--- src/rtl/vga_term_pkg.sv ---
// Shared types and constants for the VGA terminal writer.
// Build option: define VGA_TERM_SPLASH_EN to defer the display-select write until first output.
package vga_term_pkg;

  typedef enum logic [2:0] {
    S_INIT,
    S_NORMAL,
    S_ESC,
    S_CSI,
    S_CUP,
    S_CLR
  } state_t;

  // Sub-step inside the multi-write states (cursor move and clear screen).
  typedef enum logic [2:0] {
    PH_Y,
    PH_X,
    PH_FILL,
    PH_Y0,
    PH_X0
  } phase_t;

  localparam logic [2:0] A_CHAR = 3'b000;
  localparam logic [2:0] A_CURX = 3'b001;
  localparam logic [2:0] A_CURY = 3'b011;
  localparam logic [2:0] A_DSEL = 3'b110;

  localparam logic [7:0] ESC   = 8'h1B;
  localparam logic [7:0] CR    = 8'h0D;
  localparam logic [7:0] LF    = 8'h0A;
  localparam logic [7:0] SPACE = 8'h20;

  localparam logic [7:0] CH_LBRACKET = 8'h5B;
  localparam logic [7:0] CH_SEMI     = 8'h3B;
  localparam logic [7:0] CH_H        = 8'h48;
  localparam logic [7:0] CH_F        = 8'h66;
  localparam logic [7:0] CH_J        = 8'h4A;
  localparam logic [7:0] CH_0        = 8'h30;
  localparam logic [7:0] CH_9        = 8'h39;

`ifdef VGA_TERM_SPLASH_EN
  localparam bit SPLASH_EN = 1'b1;
`else
  localparam bit SPLASH_EN = 1'b0;
`endif

  // Decimal accumulate with saturation at 255.
  function automatic logic [7:0] mac10(input logic [7:0] p, input logic [3:0] d);
    logic [11:0] acc;
    acc = 12'(p) * 12'd10 + 12'(d);
    return (acc > 12'd255) ? 8'hFF : acc[7:0];
  endfunction

  function automatic logic is_text(input logic [7:0] b);
    return ((b >= 8'h20) && (b <= 8'h7E)) || (b == CR) || (b == LF);
  endfunction

endpackage

--- src/rtl/vga_term_fifo.sv ---
// Synchronous byte FIFO with registered full/empty and first-word-fall-through read port.
module vga_term_fifo #(
  parameter int DEPTH = 16
) (
  input  logic       clk,
  input  logic       rst,
  input  logic       push,
  input  logic [7:0] din,
  input  logic       pop,
  output logic [7:0] dout,
  output logic       full,
  output logic       empty
);

  localparam int AW = $clog2(DEPTH);
  localparam logic [AW:0] FULL_CNT = (AW + 1)'(DEPTH);

  logic [7:0]    mem [DEPTH];
  logic [AW-1:0] wr_ptr;
  logic [AW-1:0] rd_ptr;
  logic [AW:0]   count;
  logic [AW:0]   count_d;
  logic          do_push;
  logic          do_pop;

  // A push into a full FIFO is legal when the head leaves in the same cycle.
  assign do_pop  = pop & ~empty;
  assign do_push = push & (~full | do_pop);
  assign dout    = mem[rd_ptr];

  always_comb begin
    count_d = count;
    unique case ({do_push, do_pop})
      2'b10:   count_d = count + (AW + 1)'(1);
      2'b01:   count_d = count - (AW + 1)'(1);
      default: count_d = count;
    endcase
  end

  always_ff @(posedge clk) begin
    if (rst) begin
      wr_ptr <= '0;
      rd_ptr <= '0;
      count  <= '0;
      full   <= 1'b0;
      empty  <= 1'b1;
    end else begin
      if (do_push) wr_ptr <= wr_ptr + AW'(1);
      if (do_pop)  rd_ptr <= rd_ptr + AW'(1);
      count <= count_d;
      full  <= (count_d == FULL_CNT);
      empty <= (count_d == '0);
    end
  end

  always_ff @(posedge clk) begin
    if (do_push) mem[wr_ptr] <= din;
  end

endmodule

--- src/rtl/vga_term_writer.sv ---
// Byte-stream terminal front end: FIFO + minimal ANSI parser driving vga_char's write port.
// Build option: VGA_TERM_SPLASH_EN (see vga_term_pkg).
module vga_term_writer
  import vga_term_pkg::*;
#(
  parameter int FIFO_DEPTH = 16,
  parameter int COLS       = 64,
  parameter int ROWS       = 32
) (
  input  logic       clk_i,
  input  logic       rst_i,
  input  logic       rx_valid_i,
  input  logic [7:0] rx_data_i,
  output logic       rx_ready_o,
  output logic       wb_cyc_o,
  output logic       wb_we_o,
  output logic [2:0] wb_addr_o,
  output logic [7:0] wb_dat_o,
  output logic       busy_o
);

  localparam logic [7:0] ROW_MAX = 8'(ROWS - 1);
  localparam logic [7:0] COL_MAX = 8'(COLS - 1);
  localparam state_t RESET_STATE = SPLASH_EN ? S_NORMAL : S_INIT;

  state_t     state_q, state_d;
  phase_t     ph_q, ph_d;
  logic [7:0] p0_q, p0_d, p1_q, p1_d;
  logic       idx_q, idx_d;
  logic [7:0] row_q, row_d, col_q, col_d;
  logic       splash_q, splash_d;
  logic       cyc_q;
  logic [2:0] addr_q;
  logic [7:0] dat_q;

  logic       issue;
  logic [2:0] addr;
  logic [7:0] dat;
  logic       pop;
  logic       push;
  logic [7:0] head;
  logic       full;
  logic       empty;
  logic [7:0] cup_row, cup_col;

  // Handshake: a byte transfers on a rising edge where rx_valid_i and rx_ready_o are both high;
  // rx_ready_o depends only on the registered full flag (and reset), never on rx_valid_i.
  assign rx_ready_o = ~full & ~rst_i;
  assign push       = rx_valid_i & rx_ready_o;

  vga_term_fifo #(.DEPTH(FIFO_DEPTH)) u_fifo (
    .clk   (clk_i),
    .rst   (rst_i),
    .push  (push),
    .din   (rx_data_i),
    .pop   (pop),
    .dout  (head),
    .full  (full),
    .empty (empty)
  );

  always_comb begin
    cup_row = (p0_q == 8'd0) ? 8'd0 : p0_q - 8'd1;
    cup_col = (p1_q == 8'd0) ? 8'd0 : p1_q - 8'd1;
    if (cup_row > ROW_MAX) cup_row = ROW_MAX;
    if (cup_col > COL_MAX) cup_col = COL_MAX;
  end

  always_comb begin
    state_d  = state_q;
    ph_d     = ph_q;
    p0_d     = p0_q;
    p1_d     = p1_q;
    idx_d    = idx_q;
    row_d    = row_q;
    col_d    = col_q;
    splash_d = splash_q;
    issue    = 1'b0;
    addr     = A_CHAR;
    dat      = 8'h00;
    pop      = 1'b0;
    unique case (state_q)
      S_INIT: begin
        issue   = 1'b1;
        addr    = A_DSEL;
        state_d = S_NORMAL;
      end
      S_NORMAL: begin
        if (!empty) begin
          if (is_text(head)) begin
            issue = 1'b1;
            if (splash_q) begin
              // Leave the byte in the FIFO; it is written next cycle.
              addr     = A_DSEL;
              splash_d = 1'b0;
            end else begin
              addr = A_CHAR;
              dat  = head;
              pop  = 1'b1;
            end
          end else begin
            pop = 1'b1;
            if (head == ESC) state_d = S_ESC;
          end
        end
      end
      S_ESC: begin
        if (!empty) begin
          pop = 1'b1;
          if (head == CH_LBRACKET) begin
            p0_d    = 8'd0;
            p1_d    = 8'd0;
            idx_d   = 1'b0;
            state_d = S_CSI;
          end else begin
            state_d = S_NORMAL;
          end
        end
      end
      S_CSI: begin
        if (!empty) begin
          pop = 1'b1;
          if (head >= CH_0 && head <= CH_9) begin
            if (idx_q) p1_d = mac10(p1_q, head[3:0]);
            else       p0_d = mac10(p0_q, head[3:0]);
          end else if (head == CH_SEMI) begin
            idx_d = 1'b1;
          end else if (head == CH_H || head == CH_F) begin
            ph_d    = PH_Y;
            state_d = S_CUP;
          end else if (head == CH_J && p0_q == 8'd2) begin
            ph_d    = PH_Y;
            row_d   = 8'd0;
            col_d   = 8'd0;
            state_d = S_CLR;
          end else begin
            state_d = S_NORMAL;
          end
        end
      end
      S_CUP: begin
        issue = 1'b1;
        if (ph_q == PH_Y) begin
          addr = A_CURY;
          dat  = cup_row;
          ph_d = PH_X;
        end else begin
          addr    = A_CURX;
          dat     = cup_col;
          state_d = S_NORMAL;
        end
      end
      S_CLR: begin
        issue = 1'b1;
        if (splash_q) begin
          addr     = A_DSEL;
          splash_d = 1'b0;
        end else begin
          unique case (ph_q)
            PH_Y: begin
              addr = A_CURY;
              dat  = row_q;
              ph_d = PH_X;
            end
            PH_X: begin
              addr  = A_CURX;
              col_d = 8'd0;
              ph_d  = PH_FILL;
            end
            PH_FILL: begin
              addr = A_CHAR;
              dat  = SPACE;
              if (col_q == COL_MAX) begin
                col_d = 8'd0;
                if (row_q == ROW_MAX) begin
                  ph_d = PH_Y0;
                end else begin
                  row_d = row_q + 8'd1;
                  ph_d  = PH_Y;
                end
              end else begin
                col_d = col_q + 8'd1;
              end
            end
            PH_Y0: begin
              addr = A_CURY;
              ph_d = PH_X0;
            end
            PH_X0: begin
              addr    = A_CURX;
              state_d = S_NORMAL;
            end
            default: begin
              issue   = 1'b0;
              state_d = S_NORMAL;
            end
          endcase
        end
      end
      default: state_d = S_NORMAL;
    endcase
  end

  always_ff @(posedge clk_i) begin
    if (rst_i) begin
      state_q  <= RESET_STATE;
      ph_q     <= PH_Y;
      p0_q     <= 8'd0;
      p1_q     <= 8'd0;
      idx_q    <= 1'b0;
      row_q    <= 8'd0;
      col_q    <= 8'd0;
      splash_q <= SPLASH_EN;
      cyc_q    <= 1'b0;
      addr_q   <= 3'b000;
      dat_q    <= 8'h00;
    end else begin
      state_q  <= state_d;
      ph_q     <= ph_d;
      p0_q     <= p0_d;
      p1_q     <= p1_d;
      idx_q    <= idx_d;
      row_q    <= row_d;
      col_q    <= col_d;
      splash_q <= splash_d;
      cyc_q    <= issue;
      if (issue) begin
        addr_q <= addr;
        dat_q  <= dat;
      end
    end
  end

  assign wb_cyc_o  = cyc_q;
  assign wb_we_o   = cyc_q;
  assign wb_addr_o = addr_q;
  assign wb_dat_o  = dat_q;
  assign busy_o    = (state_q != S_NORMAL) | ~empty | cyc_q;

endmodule

--- config.mk ---
export PLATFORM = sky130hd
export DESIGN_NAME = vga_term_writer
export DESIGN_NICKNAME = d
export VERILOG_FILES = /design/src/rtl/vga_term_pkg.sv /design/src/rtl/vga_term_fifo.sv /design/src/rtl/vga_term_writer.sv
export SDC_FILE = /design/constraint.sdc
export NUM_CORES = 1
export LEC_CHECK = 0
export ABC_AREA = 1
export CAP_MARGIN = 30
export CORE_AREA = 2 2 155 157
export DETAILED_ROUTE_END_ITERATION = 10
export DIE_AREA = 0 0 157 159
export GPL_TIMING_DRIVEN = 1
export HOLD_SLACK_MARGIN = 0.08
export SYNTH_ARGS = -nofsm -noshare
export SYNTH_HDL_FRONTEND = slang
export SYNTH_HIERARCHICAL = 1
export SYNTH_SLANG_ARGS = --single-unit
--- constraint.sdc ---
create_clock -name clk_i -period 3.9 [get_ports clk_i]
set_clock_uncertainty 0.05 [all_clocks]
set_input_delay 0.78 -clock clk_i [delete_from_list [all_inputs] [get_ports clk_i]]
set_output_delay 0.78 -clock clk_i [all_outputs]
set_load 0.01 [all_outputs]
Word level (Yosys, flattened, before mapping)
Memory sizes are Yosys's and may differ from the RTL's. A register that Yosys moved wholly into a read port is not among the register bits.
Cells that the tools add are included.
Word-level totals
  memory bits (writable): 128
  word-level logic and storage cells: 219
  register bits: 67
  output and inout port bits: 15
  input port bits: 11
  memories: 1
Memory list
  u_fifo.mem: depth 16, width 8, read ports 1, clocked after memory_dff 1, write ports 1, RTL line vga_term_fifo.sv:18  | logic [7:0] mem [DEPTH];
Operators by class
  eq/ne operators: 50
  add/subtract/negate cells: 10
  multiplexer cells: 93
  $mul: 2
  bitwise logic cells: 10
  magnitude comparators: 8
  reductions and logical operators: 29
Operator list (count)
  $mux 8: 30
  $pmux 8 s2: 6
  $mux 3: 24
  $ne 2x2->1 const B: 22
  $eq 8x7->1 const B: 4
  $add 12x4->12: 2
  $gt 12x8->1 const B: 2
  $pmux 3 s4: 2
  $pmux 8 s3: 1
  $mul 8x3->11 const B: 2
  $reduce_and 10->1: 2
  $reduce_and 6->1: 3
  $mux 1: 17
  $add 8x1->8 const B: 2
  $eq 8x4->1 const B: 2
  $eq 8x5->1 const B: 2
  $eq 8x6->1 const B: 2
  $ge 8x6->1 const B: 2
  $logic_not 8->1: 2
  $sub 8x1->8 const B: 2
  $pmux 3 s5: 1
  $eq 3x2->1 const B: 4
  $pmux 5 s2: 1
  $eq 3x3->1 const B: 3
  37 further kinds: 62

Depth between registers and ports, before layout
  depth in word-level cells: 13
  mapped depth: 22
  depth with buffers taken out: 21

Hierarchy
Netlist, hierarchy kept.
Modules (own cells, without submodules)
  vga_term_fifo: instances 1, cells an instance 483, area an instance 6112.1 um^2, sequential area each 4224.1 um^2
  vga_term_writer: instances 1, cells an instance 659, area an instance 4260.3 um^2, sequential area each 1021.0 um^2

Worst setup path after synthesis
No wires, ideal clock.
  path type: input to register
  start point: input rst_i
  end point: register u_fifo.empty
  required time: 3780 ps
  library setup time: 70 ps
  slack: 977 ps
  stages: 14
  arrival: 2802 ps
  path buffers: 1
  path through: clkbuf_1 nor3b_1 a21boi_2 inv_1 ha_1 nand2_1 inv_1 nor2_1 ha_1 o21ai_0 nand2_1 nor2_1 nand3_1 o21bai_1
On the way
  word-level cells in the longest chain between the ends: 7
  elaborated cells on any way between the ends: 8
  classes of those cells: eq/ne (2); mux (1); bitwise (4); reduce/logical (1)
RTL lines
  start: declaration: RTL line vga_term_writer.sv:11  | input logic rst_i,
  $not 1->1 (*): RTL line vga_term_writer.sv:48  | assign rx_ready_o = ~full & ~rst_i;
  $and 1x1->1 (*): RTL line vga_term_writer.sv:48
  $and 1x1->1 (*): RTL line vga_term_writer.sv:49  | assign push = rx_valid_i & rx_ready_o;
  net push: RTL line vga_term_writer.sv:40  | logic push;
  $and 1x1->1 (*): RTL line vga_term_fifo.sv:28  | assign do_push = push & (~full | do_pop);
  $eq 2x1->1 / $eq 2x2->1 (equally long branches): RTL line vga_term_fifo.sv:33  | unique case ({do_push, do_pop})
  $pmux 5 s2 (*): RTL line vga_term_fifo.sv:33
  $logic_not 5->1 (*): RTL line vga_term_fifo.sv:52  | empty <= (count_d == '0);
  end signal: assignment: RTL line vga_term_fifo.sv:52
  end: declaration: RTL line vga_term_fifo.sv:12  | output logic empty
Mark *: on every way through the listed nets, which the timed path passes. The rest lies on a longest branch.
A chain may end at the register's enable or synchronous reset.

Worst setup path in the final report
  start point: register state_q[0]
  end point: register u_fifo.empty
On the way
  word-level cells in the longest chain between the ends: 9
  elaborated cells on any way between the ends: 12
  classes of those cells: eq/ne (5); mux (2); bitwise (3); reduce/logical (2)
RTL lines
  start: declaration: RTL line vga_term_writer.sv:26  | state_t state_q, state_d;
  start signal: assignment: RTL line vga_term_writer.sv:218  | state_q <= state_d;
  $eq 3x2->1: RTL line vga_term_writer.sv:82  | unique case (state_q)
  $reduce_or 2->1 (no line)
  $pmux 1 s2 (*): RTL line vga_term_writer.sv:82
  net pop: RTL line vga_term_writer.sv:39  | logic pop;
  $and 1x1->1 (*): RTL line vga_term_fifo.sv:27  | assign do_pop = pop & ~empty;
  $or 1x1->1: RTL line vga_term_fifo.sv:28
  $and 1x1->1: RTL line vga_term_fifo.sv:28
  $eq 2x1->1 / $eq 2x2->1 (equally long branches): RTL line vga_term_fifo.sv:33
  $pmux 5 s2 (*): RTL line vga_term_fifo.sv:33
  $logic_not 5->1 (*): RTL line vga_term_fifo.sv:52
Marks and branches as above.

==> PnR_summary.wiki <==
{| class="wikitable"
! Metric !! Value
|-
| Compound-cell area share of the yosys netlist || 0.120
|-
| Period utilization || 0.874
|-
| Initial antenna violation count || 0
|-
| Clock tree buffer depth || 2
|-
| Count of distinct cell types in the synthesized netlist || between 40 and 50
|-
| Relative slew slack || 0.427
|-
| Residual DRC count || 0
|-
| Post-layout power || 5000 µW
|-
| Total clock buffers created by CTS || 17
|-
| Fraction of layout cells with a size suffix above 1 || 0.0667
|-
| Lkg Pwr || 0.00449 µW
|-
| Sum of routed wire length over all layers || between 20,000 and 25,000 µm
|-
| Routed length per instance || approximately 15 µm
|-
| Parity-gate share of the synthesized area counting xor and xnor cells || 0.0270
|-
| Peak per-stage delay on the critical path || about 0.54 ns
|-
| Area of the core || roughly 23,000 µm²
|-
| Instance count after placement with tap cells included || between 1,000 and 1,500
|-
| Sink count of the clock tree || ~200
|-
| Overall track demand over capacity in global routing || 0.187
|-
| Gate count after technology mapping || about 1,100
|-
| Mux share of post-synthesis cell area || 0.0309
|-
| Initial DRC Count || a little under 700
|-
| Synth area leader || sky130_fd_sc_hd__edfxtp_1
|-
| Nature of the critical path endpoint || flip-flop
|-
| Largest fanout on the critical path || 9
|-
| Final slew viol count || 0
|-
| Clock slew at the register clock pins of the worst setup and hold paths || 0.07 ns
|-
| Post-synthesis simple-gate area fraction || 0.185
|-
| Routed length on met3 || ~840 µm
|-
| Power density relative to cell area || between 400 and 500 nW/µm²
|-
| Post-Layout Cell Count || roughly 1,500
|-
| Count of input and output buffers || 25
|-
| Warnings, synthesis || 6
|-
| First-pass GRT wire length || between 30,000 and 40,000 µm
|-
| Highest routing layer actually used || met4
|-
| Average cell area after synthesis || slightly above 9 µm²
|-
| Multi-input logic area || 4400 µm²
|-
| Count of max-cap constraint violations || 0
|-
| Total global routing overflow || 0
|-
| Synthesized flop and latch total || roughly 200
|-
| Result of the run || finished, final reports clean
|-
| Register cell area after layout || 5250 µm²
|-
| Async set-or-reset flop fraction in the synthesized netlist || 0
|-
| Num rows || 56
|-
| Pin count of the biggest net entering global routing || 46
|-
| Type of origin of the critical path || flip-flop
|-
| Vias in the first global route || ~7,100
|-
| Peak supply drop || roughly 0.00024 V
|-
| Hold/Removal Path Class || reg2reg
|-
| Post-detailed-route count of antenna-violating nets || 0
|-
| Buffer type at the clock tree root || sky130_fd_sc_hd__clkbuf_16
|-
| Clock latency on the worst-skew pair || about 0.43 ns
|-
| Detailed Routing Iterations Pass 1 || 8
|-
| X dimension of the die || 157 µm
|-
| Adder-Cell Fraction of Synth Area || 0.0620
|-
| Final setup violation count || 0
|-
| Detailed placer's ending HPWL || ~16,000 µm
|-
| Antenna fix cells || 0
|-
| Setup total negative slack || 0 ns
|-
| Io pins || 26
|-
| Via count of the routed design || just under 8,000
|-
| Data arrival, critical path || between 3 and 4 ns
|-
| Number of fill cells in the layout || ~2,200
|-
| Minimum period implied by the final worst setup slack || 3.41 ns
|-
| Post-DR vias/cell || about 5.1
|-
| Post-CTS Resized || 0
|-
| Mapped Area || between 10,000 and 15,000 µm²
|-
| Maximum clock frequency || between 200 and 300 MHz
|-
| Layout overhead on the synthesized area || 11.1%
|-
| Leading cell types by total area after synthesis || sky130_fd_sc_hd__edfxtp_1 37%, sky130_fd_sc_hd__dfxtp_1 14%, sky130_fd_sc_hd__nand2_1 8.5%, sky130_fd_sc_hd__ha_1 5.4%, sky130_fd_sc_hd__a21oi_1 4.6%
|-
| Post-synth top flop || sky130_fd_sc_hd__edfxtp_1
|-
| Clock tree from TritonCTS || built
|-
| Wl on met1 || between 10,000 and 15,000 µm
|-
| Main combinational cell family by area after synthesis || simple AND/OR/NAND/NOR gates
|-
| Floorplan die area || 25,000 µm²
|-
| Net count of the finished layout || between 1,000 and 1,500
|-
| Classification of the worst setup path || reg2reg
|-
| CP required || about 4.2 ns
|-
| Post-CTS setup buffers || 0
|-
| Sequential share of the synthesized area || 0.506
|-
| Mapped Nets || ~1,200
|-
| Hold-fix buffers, CTS || 0
|-
| Starting density of the core || 0.447
|-
| Routed length on met2 || 10,600 µm
|-
| Number of flops mapped to enable cells by yosys || around 130
|-
| Height of the die || ~160 µm
|-
| Cells traversed along the worst timing path || inv_2 > nand2_1 > nand2_1 > nor2_1 > nand2_1 > a21boi_2 > inv_1 > ha_1 > nand2_1 > inv_1 > nor2_1 > ha_1 > o21ai_0 > nand2_1 > nor2_1 > nand3_1 > o21bai_1
|-
| Number of hold violations in the final report || 0
|-
| CTS H-tree depth || 4
|-
| Final estimated routing congestion in global placement || roughly 0.85
|-
| CP most frequent cell || sky130_fd_sc_hd__nand2_1
|-
| Yosys top cell area share || 0.371
|-
| Critical-path cell with the highest stage delay || sky130_fd_sc_hd__dfxtp_1
|-
| Unrepaired setup endpoints after global routing || no
|-
| Slew of the pin with the lowest slew margin || 0.856 ns
|}
[report_power, final]
| group | internal (µW) | total [µW] | switching, µW |
|---|---|---|---|
| logic | 315 | 935 | 620 |
| clock network | 877 | 1690 | 809 |
| registers | 2290 | 2380 | 87.9 |
[Yosys cell counts, drive strengths merged (6+ instances only)]
cell type    n
nor2        93
o211ai      34
nor3        12
o21ai       70
nand2      237
xor2        20
nand4       16
edfxtp     128
a31oi        6
nand3       77
clkbuf      15
inv        137
a21oi       95
buf         17
xnor2       12
mux2i       32
ha          45
dfxtp       70
[flip-flops by register name (all words and copies together), names as in the netlist, named ones only]
name and flops:
wb_cyc_o 1, row_q 8, idx_q 1, col_q 8, wb_addr_o 3, u_fifo/rd_ptr 4, wb_dat_o 8, state_q 3
u_fifo/count 5, u_fifo/full 1, ph_q 3, u_fifo/wr_ptr 4, p0_q 8, u_fifo/empty 1, u_fifo/mem 128, p1_q 8
[kinds of logic after synthesis]
group,after synthesis
AO/OA/AOI/OAI,217
XOR/XNOR,32
adder cells (fa/ha/maj),49
buffers and inverters,170
flip-flops,198
multiplexers,32
AND/OR/NAND/NOR,444
[cell type report]
cell class                 count  share of cell area
sequential                   198               0.456
clock inverter                12             0.00945
multi-input combinational    774               0.382
tap                          319              0.0346
clock buffer                  20              0.0396
timing repair buffer          42              0.0334
inverter                     138              0.0450
[cells in the final DEF (no fill, tap or decap), types with 16 or more instances in the layout]
cell type	n
sky130_fd_sc_hd__a21oi_1	95
sky130_fd_sc_hd__buf_4	16
sky130_fd_sc_hd__clkbuf_16	17
sky130_fd_sc_hd__clkdlybuf4s50_1	24
sky130_fd_sc_hd__dfxtp_1	69
sky130_fd_sc_hd__edfxtp_1	128
sky130_fd_sc_hd__ha_1	45
sky130_fd_sc_hd__inv_1	126
sky130_fd_sc_hd__mux2i_1	32
sky130_fd_sc_hd__nand2_1	236
sky130_fd_sc_hd__nand3_1	76
sky130_fd_sc_hd__nand4_1	16
sky130_fd_sc_hd__nor2_1	84
sky130_fd_sc_hd__o211ai_1	32
sky130_fd_sc_hd__o21ai_0	59
sky130_fd_sc_hd__xor2_1	20
[routing by layer]
layer,vias to the layer above,global-route usage
met5,-,0
met4,0,0.0488
met3,24,0.0259
met2,159,0.303
met1,3593,0.262
li1,3957,-
[worst max-delay path: cells and delay by family, from the launching register on]
kind                     cells  cell delay, ns
AND/OR/NAND/NOR              9            1.09
flip-flops                   1            0.54
adder cells (fa/ha/maj)      2            0.56
AO/OA/AOI/OAI                3            0.73
buffers and inverters        3            0.36
[per-stage QoR]
stage                util  setup WS [ns]  instance area (µm²)  hold WS (ns)
global placement    0.472          0.300                11000         0.373
CTS                 0.497          0.457                11500         0.392
finish              0.497          0.491                11500         0.392
global route        0.497         0.0837                11500         0.408
detailed placement  0.472          0.251                11000         0.382
floorplan               -          0.977                10400         0.362
[worst paths after layout]
check | start | to | slack [ns] | depth (start not counted)
min | u_fifo/rd_ptr[3] | flip-flop | 0.39 | 1
max | state_q[0] | u_fifo/empty | 0.49 | 17
max reg2reg | state_q[0] | u_fifo/empty | 0.49 | 17
min reg2reg | u_fifo/rd_ptr[3] | flip-flop | 0.39 | 1
Note: power is estimated with default switching activity, not from simulation.
